`src/rtl/flood_engine_if.sv`:
```
// rtl/flood_engine_if.sv - selection handshake, board RAM bus and status signals of the flood engine
interface flood_engine_if;
  logic       COLOR_SEL_SIG;
  logic [2:0] COLOR_SELECTED;
  logic [4:0] final_SIZE;
  logic [3:0] MEM_RDATA;
  logic [9:0] MEM_ADDR;
  logic       MEM_WE;
  logic [3:0] MEM_WDATA;
  logic       CURRENTLY_CHANGING_COLOR;
  logic       FLOOD_DONE;
  logic       WON;
  logic [9:0] FLOODED_COUNT;

  modport master (
    input  COLOR_SEL_SIG, COLOR_SELECTED, final_SIZE, MEM_RDATA,
    output MEM_ADDR, MEM_WE, MEM_WDATA, CURRENTLY_CHANGING_COLOR,
           FLOOD_DONE, WON, FLOODED_COUNT
  );

  modport slave (
    output COLOR_SEL_SIG, COLOR_SELECTED, final_SIZE, MEM_RDATA,
    input  MEM_ADDR, MEM_WE, MEM_WDATA, CURRENTLY_CHANGING_COLOR,
           FLOOD_DONE, WON, FLOODED_COUNT
  );
endinterface

```
`src/rtl/flood_engine.sv`:
```
// rtl/flood_engine.sv - one Flood-It move: recolour the flooded region, then grow it by raster sweeps
module flood_engine #(
  parameter int MAX_SIZE = 26
) (
  input logic            MASTER_CLOCK,
  input logic            RESET,
  flood_engine_if.master bus
);

  typedef enum logic [3:0] {
    IDLE, RC_RD, RC_CHK, RC_WR, GR_RD, GR_CHK, NB_RD, NB_CHK, GR_WR, FINISH
  } state_e;

  localparam logic [4:0] MAX_N = 5'(MAX_SIZE);

  state_e     state_q, state_d;
  logic       sel_q;
  logic [2:0] new_q, new_d;
  logic [4:0] n_q, n_d;
  logic [4:0] row_q, row_d;
  logic [4:0] col_q, col_d;
  logic [9:0] count_q, count_d;
  logic       changed_q, changed_d;
  logic [1:0] nb_q, nb_d;
  logic [9:0] cnt_out_q, cnt_out_d;
  logic       won_q, won_d;

  logic       we;
  logic [9:0] addr;
  logic       adv_rc, adv_gr, chg_next;
  logic [9:0] cnt_next;

  // Neighbour order is up, left, down, right; returns {found, index} of the first usable one >= from.
  function automatic logic [2:0] first_nb(input logic [3:0] ok, input logic [2:0] from);
    logic [2:0] res;
    res = 3'b000;
    for (int i = 3; i >= 0; i--) begin
      if (ok[i] && (3'(i) >= from)) res = {1'b1, 2'(i)};
    end
    return res;
  endfunction

  logic [4:0] last_idx;
  logic       last_col, last_cell;
  logic [3:0] nb_ok;
  logic [2:0] nb_first, nb_next;
  logic [9:0] n_sq;

  assign last_idx  = n_q - 5'd1;
  assign last_col  = (col_q == last_idx);
  assign last_cell = last_col && (row_q == last_idx);
  assign nb_ok     = {col_q != last_idx, row_q != last_idx, col_q != 5'd0, row_q != 5'd0};
  assign nb_first  = first_nb(nb_ok, 3'd0);
  assign nb_next   = first_nb(nb_ok, {1'b0, nb_q} + 3'd1);
  assign n_sq      = {5'd0, n_q} * {5'd0, n_q};

  // sel_q resets high so a request already asserted when reset releases is not taken as an edge.
  always_ff @(posedge MASTER_CLOCK or posedge RESET) begin
    if (RESET) begin
      state_q   <= IDLE;
      sel_q     <= 1'b1;
      new_q     <= '0;
      n_q       <= '0;
      row_q     <= '0;
      col_q     <= '0;
      count_q   <= '0;
      changed_q <= 1'b0;
      nb_q      <= '0;
      cnt_out_q <= '0;
      won_q     <= 1'b0;
    end else begin
      state_q   <= state_d;
      sel_q     <= bus.COLOR_SEL_SIG;
      new_q     <= new_d;
      n_q       <= n_d;
      row_q     <= row_d;
      col_q     <= col_d;
      count_q   <= count_d;
      changed_q <= changed_d;
      nb_q      <= nb_d;
      cnt_out_q <= cnt_out_d;
      won_q     <= won_d;
    end
  end

  always_comb begin
    state_d   = state_q;
    new_d     = new_q;
    n_d       = n_q;
    row_d     = row_q;
    col_d     = col_q;
    count_d   = count_q;
    changed_d = changed_q;
    nb_d      = nb_q;
    cnt_out_d = cnt_out_q;
    won_d     = won_q;
    we        = 1'b0;
    adv_rc    = 1'b0;
    adv_gr    = 1'b0;
    cnt_next  = count_q;
    chg_next  = changed_q;

    case (state_q)
      IDLE: begin
        if (bus.COLOR_SEL_SIG && !sel_q) begin
          new_d = bus.COLOR_SELECTED;
          n_d   = bus.final_SIZE;
          row_d = '0;
          col_d = '0;
          if (bus.final_SIZE < 5'd2 || bus.final_SIZE > MAX_N) state_d = FINISH;
          else                                                 state_d = RC_RD;
        end
      end
      RC_RD:  state_d = RC_CHK;
      RC_CHK: begin
        if (bus.MEM_RDATA[3]) state_d = RC_WR;
        else                  adv_rc  = 1'b1;
      end
      RC_WR: begin
        we     = 1'b1;
        adv_rc = 1'b1;
      end
      GR_RD:  state_d = GR_CHK;
      GR_CHK: begin
        if (bus.MEM_RDATA[3]) begin
          cnt_next = count_q + 10'd1;
          adv_gr   = 1'b1;
        end else if (bus.MEM_RDATA[2:0] == new_q && nb_first[2]) begin
          nb_d    = nb_first[1:0];
          state_d = NB_RD;
        end else begin
          adv_gr = 1'b1;
        end
      end
      NB_RD:  state_d = NB_CHK;
      NB_CHK: begin
        if (bus.MEM_RDATA[3]) begin
          state_d = GR_WR;
        end else if (nb_next[2]) begin
          nb_d    = nb_next[1:0];
          state_d = NB_RD;
        end else begin
          adv_gr = 1'b1;
        end
      end
      GR_WR: begin
        we       = 1'b1;
        cnt_next = count_q + 10'd1;
        chg_next = 1'b1;
        adv_gr   = 1'b1;
      end
      FINISH:  state_d = IDLE;
      default: state_d = IDLE;
    endcase

    // Raster advance; the last cell either rolls into the next sweep or closes the move.
    if (adv_rc || adv_gr) begin
      if (!last_cell) begin
        col_d     = last_col ? 5'd0 : col_q + 5'd1;
        row_d     = last_col ? row_q + 5'd1 : row_q;
        count_d   = cnt_next;
        changed_d = chg_next;
        state_d   = adv_rc ? RC_RD : GR_RD;
      end else begin
        row_d     = '0;
        col_d     = '0;
        count_d   = '0;
        changed_d = 1'b0;
        if (adv_rc || chg_next) begin
          state_d = GR_RD;
        end else begin
          state_d   = FINISH;
          cnt_out_d = cnt_next;
          won_d     = (cnt_next == n_sq);
        end
      end
    end
  end

  always_comb begin
    addr = {row_q, col_q};
    if (state_q == NB_RD || state_q == NB_CHK) begin
      case (nb_q)
        2'd0:    addr = {row_q - 5'd1, col_q};
        2'd1:    addr = {row_q, col_q - 5'd1};
        2'd2:    addr = {row_q + 5'd1, col_q};
        default: addr = {row_q, col_q + 5'd1};
      endcase
    end else if (state_q == IDLE || state_q == FINISH) begin
      addr = '0;
    end
  end

  assign bus.MEM_ADDR                 = addr;
  assign bus.MEM_WE                   = we;
  assign bus.MEM_WDATA                = we ? {1'b1, new_q} : 4'd0;
  assign bus.CURRENTLY_CHANGING_COLOR = (state_q != IDLE) && (state_q != FINISH);
  assign bus.FLOOD_DONE               = (state_q == FINISH);
  assign bus.WON                      = won_q;
  assign bus.FLOODED_COUNT            = cnt_out_q;

endmodule

```
`src/flat_wrapper.sv`:
```
// flat-port wrapper written by rule: the top's interface ports become plain ports
module flood_engine_flat 
#(
  parameter int MAX_SIZE = 26
)
  (MASTER_CLOCK, RESET, bus_COLOR_SEL_SIG, bus_COLOR_SELECTED, bus_final_SIZE, bus_MEM_RDATA, bus_MEM_ADDR, bus_MEM_WE, bus_MEM_WDATA, bus_CURRENTLY_CHANGING_COLOR, bus_FLOOD_DONE, bus_WON, bus_FLOODED_COUNT);
  flood_engine_if bus_i ();
  input logic MASTER_CLOCK;
  input logic RESET;
  input wire logic [$bits(bus_i.COLOR_SEL_SIG)-1:0] bus_COLOR_SEL_SIG;
  input wire logic [$bits(bus_i.COLOR_SELECTED)-1:0] bus_COLOR_SELECTED;
  input wire logic [$bits(bus_i.final_SIZE)-1:0] bus_final_SIZE;
  input wire logic [$bits(bus_i.MEM_RDATA)-1:0] bus_MEM_RDATA;
  output wire logic [$bits(bus_i.MEM_ADDR)-1:0] bus_MEM_ADDR;
  output wire logic [$bits(bus_i.MEM_WE)-1:0] bus_MEM_WE;
  output wire logic [$bits(bus_i.MEM_WDATA)-1:0] bus_MEM_WDATA;
  output wire logic [$bits(bus_i.CURRENTLY_CHANGING_COLOR)-1:0] bus_CURRENTLY_CHANGING_COLOR;
  output wire logic [$bits(bus_i.FLOOD_DONE)-1:0] bus_FLOOD_DONE;
  output wire logic [$bits(bus_i.WON)-1:0] bus_WON;
  output wire logic [$bits(bus_i.FLOODED_COUNT)-1:0] bus_FLOODED_COUNT;
  assign bus_i.COLOR_SEL_SIG = bus_COLOR_SEL_SIG;
  assign bus_i.COLOR_SELECTED = bus_COLOR_SELECTED;
  assign bus_i.final_SIZE = bus_final_SIZE;
  assign bus_i.MEM_RDATA = bus_MEM_RDATA;
  assign bus_MEM_ADDR = bus_i.MEM_ADDR;
  assign bus_MEM_WE = bus_i.MEM_WE;
  assign bus_MEM_WDATA = bus_i.MEM_WDATA;
  assign bus_CURRENTLY_CHANGING_COLOR = bus_i.CURRENTLY_CHANGING_COLOR;
  assign bus_FLOOD_DONE = bus_i.FLOOD_DONE;
  assign bus_WON = bus_i.WON;
  assign bus_FLOODED_COUNT = bus_i.FLOODED_COUNT;
  flood_engine #(.MAX_SIZE(MAX_SIZE)) u_core (.MASTER_CLOCK(MASTER_CLOCK), .RESET(RESET), .bus(bus_i));
endmodule
```
`config.mk`:
```
export PLATFORM = sky130hd
export DESIGN_NAME = flood_engine_flat
export DESIGN_NICKNAME = d
export VERILOG_FILES = /design/src/rtl/flood_engine_if.sv /design/src/rtl/flood_engine.sv /design/src/flat_wrapper.sv
export SDC_FILE = /design/constraint.sdc
export NUM_CORES = 1
export LEC_CHECK = 0
export CORE_ASPECT_RATIO = 1.2
export CORE_MARGIN = 2
export CORE_UTILIZATION = 50
export DETAILED_ROUTE_END_ITERATION = 8
export PLACE_DENSITY_LB_ADDON = 0.15
export SLEW_MARGIN = 5
export SYNTH_ARGS = -nofsm -noshare
export SYNTH_HDL_FRONTEND = slang
export SYNTH_SLANG_ARGS = --single-unit
```
`constraint.sdc`:
```
create_clock -name MASTER_CLOCK -period 5.52 [get_ports MASTER_CLOCK]
set_clock_uncertainty 0.05 [all_clocks]
set_input_delay 1.104 -clock MASTER_CLOCK [delete_from_list [all_inputs] [get_ports MASTER_CLOCK]]
set_output_delay 1.104 -clock MASTER_CLOCK [all_outputs]
set_load 0.02 [all_outputs]
```
# --- After elaboration in Yosys (flattened, before gate mapping) ---
# Index checks and enable logic that the tools add are counted.
totals:
  ff_bits: 47
  in_bits: 15
  elab_cells: 134
op_classes:
  addsub: 7
  multipliers: 1
  order_cmp: 6
  n_eq_ne: 29
  n_mux: 50
  bitwise: 1
  reduce_logical: 29
ops:
  columns: ["operator", "n"]
  rows:
  - ["two-way mux 4 bit", 11]
  - ["two-way mux 10 bit", 4]
  - ["two-way mux 5 bit", 8]
  - ["one-hot mux 4 bit (8 select lines)", 1]
  - ["one-hot mux 10 bit (3 select lines)", 1]
  - ["two-way mux 3 bit", 9]
  - ["one-hot mux 10 bit (2 select lines)", 1]
  - ["== test 4 x 3 -> 1 bit, second input constant", 4]
  - ["subtractor 5 x 1 -> 5 bit, second input constant", 3]
  - ["adder 10 x 1 -> 10 bit, second input constant", 1]
  - ["adder 5 x 1 -> 5 bit, second input constant", 2]
  - ["== test 10 bit", 1]
  - ["== test 5 bit", 2]
  - ["multiplier 5 x 5 -> 10 bit", 1]
  - ["inequality test 5 bit", 2]
  - ["nonzero test 5 bit", 2]
  - ["inequality test 3 x 1 -> 1 bit, second input constant", 3]
  - ["== test 4 x 2 -> 1 bit, second input constant", 2]
  - ["== test 4 bit, second input constant", 2]
  - ["logical AND 1 bit", 8]
  - ["two-way mux 1 bit", 8]
  - ["two-way mux 2 bit", 4]
  - ["greater-or-equal comparator 1 x 3 -> 1 bit, first input constant", 2]
  - ["greater-or-equal comparator 2 x 3 -> 1 bit, first input constant", 2]
  - ["other kinds (27)", 39]

# --- Depth between registers and ports, before layout ---
logic_depth:
  word_depth: 13
  depth_mapped: 16

# --- Least setup slack after synthesis ---
# OpenSTA, ideal clock, no wires.
synth_timing:
  path_kind: "register to register"
  from: "register u_core.n_q[3]"
  to: "register u_core.won_q, in the netlist u_core.bus.WON"
  setup_ns: 0.095
  arrival_time_ns: 3.679
  required_ns: 5.375
  setup_slack_ns: 1.695
  stages_incl_launch_ff: 16
  n_path_buf: 1
  period_less_slack_ns: 3.825
  cell_sequence: "dfrtp_1 > buf_2 > nand2_1 > fa_1 > fa_1 > inv_1 > ha_1 > a31o_2 > ha_1 > nand2_1 > o21ai_0 > xnor2_1 > xnor2_1 > nand2_1 > a2111o_1 > o32ai_2"
synth_via:
  elab_chain_len: 12
  word_cells_on_any_way: 26
  classes_between: "add/sub (1); mul (1); eq/ne (5); mux (13); reduce/logical (6)"
synth_rtl:
  columns: ["element", "line", "text"]
  rows:
  - ["from (decl)", "flood_engine.sv:19", "logic [4:0] n_q, n_d;"]
  - ["from (signal assigned)", "flood_engine.sv:75", "n_q <= n_d;"]
  - ["subtractor 5 x 1 -> 5 bit", "flood_engine.sv:49", "assign last_idx = n_q - 5'd1;"]
  - ["inequality test 5 bit", "flood_engine.sv:52", "assign nb_ok = {col_q != last_idx, row_q != last_idx, col_q != 5'd0, row_q != 5'd0};"]
  - ["logical AND 1 bit / two-way mux 3 bit (equally long branches)", "flood_engine.sv:38", "if (ok[i] && (3'(i) >= from)) res = {1'b1, 2'(i)};"]
  - ["two-way mux 3 bit (3 in a row)", "flood_engine.sv:38", null]
  - ["two-way mux 3 bit / logical AND 1 bit (equally long branches)", "flood_engine.sv:38, flood_engine.sv:128", null]
  - ["two-way mux 1 bit (on tied branches)", "flood_engine.sv:139, flood_engine.sv:128", null]
  - ["two-way mux 1 bit (on tied branches)", "flood_engine.sv:137, flood_engine.sv:125", null]
  - ["one-hot mux 1 bit (3 select lines)", "flood_engine.sv:103", "case (state_q)"]
  - ["logical OR 1 bit", "flood_engine.sv:157", "if (adv_rc || adv_gr) begin"]
  - ["AND reduction 3 bit (no line)", null, null]
  - ["to (signal assigned)", "flood_engine.sv:82", "won_q <= won_d;"]
  - ["to (decl)", "flood_engine.sv:26", "logic won_q, won_d;"]
# Several ways; a longest one is shown, not always the timed one.
# A chain may end at the register's enable or synchronous reset.

# --- Worst setup path in the final report ---
# Ends and elaborated chain as after synthesis.

==> implementation parameters <==
Parameter                              Value

STA
  Least-Margin Pin Slew    1.03 ns
  Worst-case headroom to the max-slew limit    31.6%
  PnR worst setup slack    1.33 ns
  Final setup violation count    0
  Final TNS setup    0 ns
  Maximum achievable frequency    239 MHz
  Period minus WS final    4.19 ns
  Period Utilization, post-route    75.9%
  Unrepaired setup endpoints after global routing    no
  Final-report hold violation count    0
  Pins over their slew limit    0

Yosys
  #FFs+latches synth    47
  Number of warnings reported in the yosys synthesis log    0
  Netlist Area Pre-Place    0.00402 mm2
  Total nets after synthesis    494
  Share of flip-flops with an asynchronous set or reset after synthesis    100%
  Distinct cell type count after synthesis    75
  Most used DFF post-synth    dfrtp_1
  Mean instance size in the synthesized netlist    8.75 um2
  Register area share after synthesis    29.3%
  EDFF count, synth    0
  Synthesized instance count    459

Global route
  Antenna violations before repair    0
  Most used routing layer in global routing    met2
  Global-route wire length before repair    16200 um
  GRT Util Overall    23.3%
  Met3 track utilization from global routing    2.58%
  Vias in the first global route    3385
  Maximum number of pins on one net before global-route repair    48
  Met2 Resource Use GR    42.1%
  Met1 layer usage reported by global route    28.7%
  Global-route congestion overflow total    0

Placed design
  Worst setup slack after placement    1.37 ns
  Post-placement cell count    560
  Instance area at placement    0.00439 mm2
  HPWL reported at the end of detailed placement    7100 um
  Final Wtd Congestion    0.849
  # port buffers    42

Power
  Static power due to leakage    0.00193 uW
  Switching power    1160 uW
  Power density over cell area    534 mW/mm2
  Relative contribution of the clock network to total power    12.5%
  Reg power frac    27.1%
  Internal Dissipation    1260 uW
  Switching Fraction    48.0%
  Largest voltage drop on the vdd net    0.297 mV
  Share of total power in combinational logic    60.4%

Cells and area
  Most used cells in the layout excluding fill and tap cells    dfrtp_1 (46), clkdlybuf4s50_1 (42), nand2_1 (39)
  Post-Layout Inst Area    0.00452 mm2
  Syn-to-layout area delta    12.6%
  Number of standard cells in the final layout excluding fillers    568
  Antenna cells    0
  Fin nets    510
  Most frequent standard cell in the layout excluding fill and tap cells    dfrtp_1
  Share of final-layout standard cells stronger than drive strength 1    7.77%
  Utilization of the core after routing    58.4%

Detailed routing
  Detailed-route wire length per cell    17.0 um
  Via density    5.99
  Count of vias placed by the detailed router    3401
  Number of nets with antenna violations after routing    0
  Sum of routed wire length over all layers    9640 um
  Number of DRC markers after the initial detailed-route iteration    157
  Initial DRT Pass Iterations    6
  DRC violations left    1

Setup path
  Ordered list of cells on the worst path    nand2_1, fa_1, fa_1, inv_1, ha_1, a31o_2, ha_1, nand2_1, o21ai_0, xnor2_1, xnor2_1, nand2_1, a2111o_1, o32ai_2
  CP Data Arrival Time    4.35 ns
  Cell with the largest stage delay on the worst path    dfrtp_1
  Cell seen most often among critical-path stages    nand2_1
  Maximum fanout encountered on the critical timing path    11
  Nature of the critical path startpoint    flip-flop
  Worst endpoint required time    5.69 ns
  Critical Setup Path Class    flip-flop to flip-flop
  CP Capture Type    flip-flop
  Largest incremental delay on the critical path    0.61 ns

Clock tree
  Number of gates given a new drive strength after cts    0
  Clock buffer count from CTS    5
  Deepest level of the CTS H-tree    2
  Number of hold buffers added after cts    0
  Cell at the root of the clock tree    clkbuf_8
  Post-CTS Setup Repair Bufs    0
  # clock sinks    47
  Clock transition at the registers of the reported paths    0.09 ns
  Max Root-Sink Buffers    2
  TritonCTS clock tree    done
  Clock latency on the worst-skew pair    0.30 ns

Run
  Count of maximum capacitance violations    0

Die
  Initial core utilization    51.8%
  Placeable core region    0.00775 mm2
  # rows    35
  Area of the die    0.00877 mm2
  Boundary pin count    43
  Die W    85.8 um
  Die boundary height    102 um

Run status
  Outcome    complete, but fails checks
  Violated checks    DRC

Worst hold path
  Worst Hold Class    flip-flop to flip-flop
cell type report:
cell class                      instances  area, um2
Timing Repair Buffer                   43        428
Tap cell                               92        115
Multi-Input combinational cell        352       2570
Inverter                               26       97.6
Sequential cell                        47       1180
Clock inverter                          2       60.1
Clock buffer                            6       72.6
Fill cell                             713       3230
synthesized netlist by cell type (3+ instances only):
| cell | number | area (um2) |
|---|---|---|
| a211o_1 | 4 | 35.0 |
| a211oi_1 | 7 | 52.6 |
| a21o_1 | 4 | 30.0 |
| a21oi_1 | 23 | 115 |
| a22o_1 | 6 | 52.6 |
| a31oi_1 | 3 | 18.8 |
| a32o_1 | 3 | 30.0 |
| and2_1 | 9 | 56.3 |
| and3_1 | 6 | 37.5 |
| buf_2 | 4 | 20.0 |
| buf_6 | 4 | 45.0 |
| clkbuf_1 | 22 | 82.6 |
| dfrtp_1 | 46 | 1150 |
| ha_1 | 18 | 225 |
| inv_1 | 25 | 93.8 |
| mux2_1 | 5 | 56.3 |
| mux2_2 | 11 | 124 |
| mux2i_1 | 12 | 120 |
| nand2_1 | 39 | 146 |
| nand3_1 | 18 | 90.1 |
| nand4_1 | 5 | 31.3 |
| nor2_1 | 32 | 120 |
| nor2b_1 | 4 | 25.0 |
| nor3_1 | 6 | 30.0 |
| nor3b_1 | 3 | 22.5 |
| nor4_1 | 3 | 18.8 |
| o211ai_1 | 3 | 22.5 |
| o21a_1 | 3 | 22.5 |
| o21ai_0 | 21 | 105 |
| o21ai_1 | 5 | 25.0 |
| o22ai_1 | 3 | 18.8 |
| o31ai_1 | 3 | 22.5 |
| xnor2_1 | 29 | 254 |
| xor2_1 | 16 | 140 |
cell families (layout without fill, tap and decap cells):
group	after synthesis	in the layout	share of synthesized area [%]
AOI/OAI and AO/OA	114	114	20.5
buffers and inverters	60	77	6.66
DFF	47	47	29.3
xor gates and xnor gates	46	46	10.4
muxes	29	29	7.85
adders and majority gates	20	20	6.60
and+or+nand+nor	143	143	18.7
path summary, 6_finish.rpt:
kind | cells after the start | slack, ns | endpoint | from
worst min register to register | 1 | 0.44 | u_core.bus.FLOODED_COUNT[0]$_DFFE_PP0P_ | u_core.bus.FLOODED_COUNT[0]$_DFFE_PP0P_
worst max register to register | 14 | 1.33 | u_core.bus.WON$_DFFE_PP0P_ | u_core.n_q[3]$_DFFE_PP0P_
worst max-delay path | 14 | 1.33 | u_core.bus.WON$_DFFE_PP0P_ | u_core.n_q[3]$_DFFE_PP0P_
max in group asynchronous | 2 | 3.47 | u_core.count_q[8]$_DFFE_PP0P_ | RESET
worst min-delay path | 1 | 0.44 | u_core.bus.FLOODED_COUNT[0]$_DFFE_PP0P_ | u_core.bus.FLOODED_COUNT[0]$_DFFE_PP0P_
min in group asynchronous | 2 | 1.30 | u_core.new_q[1]$_DFFE_PP0P_ | RESET
power by group through the flow:
stage	Sequential (uW)	Clock, uW	Combinational [uW]
floorplan	486	0	1290
global placement	648	0	1430
detailed placement	654	0	1440
CTS	647	308	1460
global route	676	319	1630
finish	654	302	1460
through the flow:
| step | total power (uW) | hold WS (ns) |
|---|---|---|
| after CTS | 2420 | 0.448 |
| after detailed placement | 2100 | 0.425 |
| after global placement | 2080 | 0.417 |
| final | 2420 | 0.441 |
| after floorplan | 1770 | 0.420 |
| after global routing | 2620 | 0.479 |
worst max-delay path, delay by kind of cell (launching register included):
kind	cells	cell delay [ns]
adder cells (fa/ha/maj)	4	1.66
AND/OR/NAND/NOR	3	0.34
flip-flops	1	0.61
buffers and inverters	1	0.05
XOR/XNOR	2	0.33
AO/OA/AOI/OAI	4	1.05
layer usage:
metal | vias up | wire length (um)
li1 | 1684 | -
met1 | 1638 | 4190
met4 | 0 | 202
met5 | - | 0
met3 | 13 | 253
met2 | 66 | 5000
sequential cells by signal (all words and copies together), names as in the netlist:
register                  count
u_core.bus.FLOODED_COUNT     10
u_core.n_q                    5
u_core.row_q                  5
u_core.new_q                  3
u_core.count_q               10
u_core.state_q                4
u_core.sel_q                  1
u_core.bus.WON                1
u_core.nb_q                   2
u_core.changed_q              1
u_core.col_q                  5
(Power assumes the default switching activity.)
